### src/rtl/demux1x2_buffered_if.sv
// Handshake bundle for the buffered 1:2 demux: one input stream, two output channels, a counter.
interface demux1x2_buffered_if #(
   parameter int WIDTH = 4,
   parameter int CNT_W = 4
);
   logic [WIDTH-1:0] inp;
   logic             inp_valid;
   logic             inp_ready;
   logic             sel;
   logic             auto_mode;
   logic             sync;
   logic [WIDTH-1:0] out0;
   logic             out0_valid;
   logic             out0_ready;
   logic [WIDTH-1:0] out1;
   logic             out1_valid;
   logic             out1_ready;
   logic [CNT_W-1:0] xfer_count;

   modport master (
      output inp, inp_valid, sel, auto_mode, sync, out0_ready, out1_ready,
      input  inp_ready, out0, out0_valid, out1, out1_valid, xfer_count
   );

   modport slave (
      input  inp, inp_valid, sel, auto_mode, sync, out0_ready, out1_ready,
      output inp_ready, out0, out0_valid, out1, out1_valid, xfer_count
   );
endinterface

### src/rtl/demux1x2_buffered.sv
// Registered 1:2 demux with one-entry valid/ready buffer per output channel.
// Destination comes from sel or from a real/imag alternation FSM.
module demux1x2_buffered #(
   parameter int WIDTH = 4,
   parameter int CNT_W = 4
) (
   input logic                clk,
   input logic                rst,
   demux1x2_buffered_if.slave bus
);
   typedef enum logic {NEXT0 = 1'b0, NEXT1 = 1'b1} state_t;

   state_t                       state, state_nxt;
   logic                         dst;
   logic                         accept;
   logic [1:0]                   rdy;
   logic [1:0]                   vld;
   logic [1:0]                   free;
   logic [1:0][WIDTH-1:0]        data;
   logic [CNT_W-1:0]             cnt;

   assign rdy    = {bus.out1_ready, bus.out0_ready};
   // A full channel still counts as free when it drains in this same cycle.
   assign free   = ~vld | rdy;
   assign accept = bus.inp_valid && bus.inp_ready;

   always_ff @(posedge clk) begin
      if (rst) state <= NEXT0;
      else     state <= state_nxt;
   end

   // sync outranks advance; the current state still steers a same-cycle accept.
   always_comb begin
      state_nxt = state;
      if (bus.sync)
         state_nxt = NEXT0;
      else if (accept && bus.auto_mode)
         state_nxt = (state == NEXT0) ? NEXT1 : NEXT0;
   end

   always_comb begin
      dst           = bus.auto_mode ? (state == NEXT1) : bus.sel;
      bus.inp_ready = free[dst];
   end

   for (genvar c = 0; c < 2; c++) begin : g_ch
      always_ff @(posedge clk) begin
         if (rst) begin
            data[c] <= '0;
            vld[c]  <= 1'b0;
         end else if (accept && (dst == c[0])) begin
            data[c] <= bus.inp;
            vld[c]  <= 1'b1;
         end else if (vld[c] && rdy[c]) begin
            vld[c]  <= 1'b0;
         end
      end
   end

   always_ff @(posedge clk) begin
      if (rst)         cnt <= '0;
      else if (accept) cnt <= cnt + 1'b1;
   end

   assign bus.out0       = data[0];
   assign bus.out1       = data[1];
   assign bus.out0_valid = vld[0];
   assign bus.out1_valid = vld[1];
   assign bus.xfer_count = cnt;
endmodule

### src/flat_wrapper.sv
// flat-port wrapper written by rule: the top's interface ports become plain ports
module demux1x2_buffered_flat 
#(
   parameter int WIDTH = 4,
   parameter int CNT_W = 4
)
  (clk, rst, bus_inp, bus_inp_valid, bus_sel, bus_auto_mode, bus_sync, bus_out0_ready, bus_out1_ready, bus_inp_ready, bus_out0, bus_out0_valid, bus_out1, bus_out1_valid, bus_xfer_count);
  demux1x2_buffered_if #(.WIDTH(WIDTH), .CNT_W(CNT_W)) bus_i ();
  input logic clk;
  input logic rst;
  input wire logic [$bits(bus_i.inp)-1:0] bus_inp;
  input wire logic [$bits(bus_i.inp_valid)-1:0] bus_inp_valid;
  input wire logic [$bits(bus_i.sel)-1:0] bus_sel;
  input wire logic [$bits(bus_i.auto_mode)-1:0] bus_auto_mode;
  input wire logic [$bits(bus_i.sync)-1:0] bus_sync;
  input wire logic [$bits(bus_i.out0_ready)-1:0] bus_out0_ready;
  input wire logic [$bits(bus_i.out1_ready)-1:0] bus_out1_ready;
  output wire logic [$bits(bus_i.inp_ready)-1:0] bus_inp_ready;
  output wire logic [$bits(bus_i.out0)-1:0] bus_out0;
  output wire logic [$bits(bus_i.out0_valid)-1:0] bus_out0_valid;
  output wire logic [$bits(bus_i.out1)-1:0] bus_out1;
  output wire logic [$bits(bus_i.out1_valid)-1:0] bus_out1_valid;
  output wire logic [$bits(bus_i.xfer_count)-1:0] bus_xfer_count;
  assign bus_i.inp = bus_inp;
  assign bus_i.inp_valid = bus_inp_valid;
  assign bus_i.sel = bus_sel;
  assign bus_i.auto_mode = bus_auto_mode;
  assign bus_i.sync = bus_sync;
  assign bus_i.out0_ready = bus_out0_ready;
  assign bus_i.out1_ready = bus_out1_ready;
  assign bus_inp_ready = bus_i.inp_ready;
  assign bus_out0 = bus_i.out0;
  assign bus_out0_valid = bus_i.out0_valid;
  assign bus_out1 = bus_i.out1;
  assign bus_out1_valid = bus_i.out1_valid;
  assign bus_xfer_count = bus_i.xfer_count;
  demux1x2_buffered #(.WIDTH(WIDTH), .CNT_W(CNT_W)) u_core (.clk(clk), .rst(rst), .bus(bus_i));
endmodule
### config.mk
export PLATFORM = sky130hd
export DESIGN_NAME = demux1x2_buffered_flat
export DESIGN_NICKNAME = d
export VERILOG_FILES = /design/src/rtl/demux1x2_buffered_if.sv /design/src/rtl/demux1x2_buffered.sv /design/src/flat_wrapper.sv
export SDC_FILE = /design/constraint.sdc
export NUM_CORES = 1
export LEC_CHECK = 0
export BUFFER_PORTS_ARGS = -buffer_cell sky130_fd_sc_hd__buf_2
export CORE_UTILIZATION = 25
export DETAILED_ROUTE_END_ITERATION = 7
export MAX_ROUTING_LAYER = met4
export SLEW_MARGIN = 5
export SYNTH_ARGS = -nofsm -noshare
export SYNTH_HDL_FRONTEND = slang
export SYNTH_SLANG_ARGS = --single-unit
export TNS_END_PERCENT = 100
### constraint.sdc
create_clock -name clk -period 1.5 [get_ports clk]
set_input_delay 0.075 -clock clk [delete_from_list [all_inputs] [get_ports clk]]
set_output_delay 0.075 -clock clk [all_outputs]
set_load 0.01 [all_outputs]
==> flow_summary.toml <==
[status]
status = "finished clean"

[sta]
max_freq_mhz = 719.0
setup_slack_ns = 0.1092
skew_ns = 0.003433
finalCriticalPeriod_ns = 1.391
tns_ns = 0
period_share_pct = 92.72
finalHoldViolations = 0
slew_headroom_pct = 79.56
slew_violations = 0
whs_ns = 0.01539
setup_viol = 0
rsz0062_at_grt = "false"
tightestPinTransition_ns = 0.3067

[critical_path]
path_max_fanout = 5
critPathArrivalTime_ns = 1.32
crit_slowest_cell = "dfxtp_1"
slowest_delay_ns = 0.35
path_class = "reg2out"
required_ns = 1.42
end_kind = "primary output"
crit_chain = "mux2i_4 -> mux2_2 -> buf_2"
start_kind = "register"
worstRegToRegCells = 4

[cts]
tritoncts = "built"
cts_buffers = 3
clock_latency_ns = 0.30
clkTransAtPathRegs_ns = 0.10
clock-sinks = 15
cts_buffer_depth = 2
htreeDepth = 1
cts_setup_buffers = 0
cts-root-buf = "clkbuf_4"

[placement]
placed_area_sq_um = 822.0
gp_congestion = 0.7097
pre_cts_slack_ns = 0.1041
port_buffers = 26
dp_hpwl_um = 1034

[grt]
grt_first_pass_wirelength_um = 2256
grt_overflow = 0
grtUsageTotal_pct = 11.83
grt_start_max_net_pins = 19
antenna_found_initial = 0
grt_pass1_vias = 532

[logic_synthesis]
synthCells = 69
synth-seq-cells = 15
synth_area_per_cell_sq_um = 9.375
synth_top_area_share_pct = 46.42
synth_fp_nets = 82
netlist_area_sq_um = 646.9
yosys-top-cells-area = "dfxtp_1 (46%), mux2i_1 (7.7%), a21oi_1 (5.4%)"
synth_top_area_cell = "dfxtp_1"
ys_warn_count = 0
synth_cell_types = 24
seq_area_frac_synth_pct = 46.42

[min_path]
hold_class = "in2reg"
hold_depth = 3

[floorplanning]
die_h_um = 52.87
initial_core_util_pct = 26.35
die_x_um = 52.87
die_area_sq_um = 2795
rows = 18
io_pins = 27
core_sq_um = 2455

[final_layout]
area_delta_synth_final_pct = 34.62
final_cell_mix = "buf_2 (26), dfxtp_1 (15), nand2_1 (9)"
drive_gt1_share_pct = 41.00
fin_nets = 114
stdcell_area_sq_um = 870.8
diodes = 0
mostFrequentLayoutCell = "buf_2"

[routing]
antenna_left = 0
wl_met2_um = 624
routedWlPerCell_um = 10.69
routed_wl_um = 1390
vias = 590
firstDrtPassIters = 4
drt_iter0_markers = 11
wirelength_met1_um = 639
highest_layer = "met4"
wl_met3_um = 104
viasPerCell = 4.538
drc = 0

[job]
max_cap_viol_count = 0

[power]
p_switching_mw = 0.2333
intPower_mw = 0.5869
total_power_mw = 0.8202
p_comb_share_pct = 16.6
power_density_nw_per_um2 = 941.8
ir_worst_vdd_mv = 0.6002
switching_share_pct = 28.45
clock_power_share_pct = 30.5
p_leak_nw = 0.4201
pwr-share-seq_pct = 52.8
==> state kept, by name (all words and copies together) (netlist names) <==
signal / flops
u_core.state: 1
u_core.bus.out0_valid: 1
u_core.bus.out0: 4
u_core.bus.out1: 4
u_core.bus.xfer_count: 4
u_core.bus.out1_valid: 1
==> kinds of logic (layout without fill, tap and decap cells) <==
| kind of cell | after synthesis | in the layout | share of synthesized area, % |
|---|---|---|---|
| buffers and inverters | 3 | 34 | 2.320 |
| AND/OR/NAND/NOR | 29 | 29 | 22.24 |
| adder cells (fa/ha/maj) | 1 | 1 | 1.934 |
| multiplexers | 9 | 9 | 16.25 |
| AO/OA/AOI/OAI | 12 | 12 | 10.83 |
| flip-flops | 15 | 15 | 46.42 |
==> area by class of cell <==
cell class	count	area, sq um
clock buffers	3	22.52
clock inverters	1	7.507
fillers	272	1584
multi-input cells	51	340.3
flip-flops and latches	15	300.3
well taps	30	37.54
repair buffers	30	162.7
==> per-stage QoR <==
step           std cells  util [%]
2_1_floorplan         69         -
3_3_place_gp         125     33.49
3_5_place_dp         125     33.49
4_1_cts              129     34.71
5_1_grt              130     35.47
6_report             130     35.47
==> worst max-delay path, delay by kind of cell, from the launching register on <==
kind	cells	cell delay (ns)
buf+inv	1	0.14
mux	2	0.53
flops	1	0.35
==> Yosys cell counts (all sizes together) <==
library cell and count:
nor3 2, nor2 7, dfxtp 15, a21oi 8, a21boi 1, clkbuf 1, and3 1, nor2b 2
ha 1, nand3b 1, mux2i 6, and3b 1, nand2b 2, mux2 3, nand3 3, nand2 9
or3 1, o21ai 3, buf 2
==> worst paths after layout <==
kind	slack, ns	end	start
worst max register to register	0.15	u_core.bus.xfer_count[2]	u_core.state
worst min-delay path	0.02	u_core.bus.out0[2]	bus_inp[2]
worst min register to register	0.46	u_core.bus.out0[2]	u_core.bus.out0[2]
worst max-delay path	0.11	bus_inp_ready	u_core.state
==> power by group through the flow <==
stage / clock (mW) / sequential [mW] / combinational, mW
after floorplan: 0 / 0.451 / 0.0675
after global placement: 0 / 0.442 / 0.132
after detailed placement: 0 / 0.442 / 0.133
after CTS: 0.260 / 0.433 / 0.134
after global routing: 0.279 / 0.437 / 0.152
final: 0.250 / 0.433 / 0.137
==> layer usage <==
layer	vias to the layer above	global-route usage [%]
li1	300	-
met5	-	-
met3	4	6.322
met2	21	16.46
met1	265	14.43
met4	0	3.947
==> what timing repair did <==
item	in CTS	in global routing
hold buffers	0	1
setup endpoints to repair	0	1
gates resized for setup	0	1
endpoints found under the hold margin	0	1
Note: power is estimated with default switching activity, not from simulation.
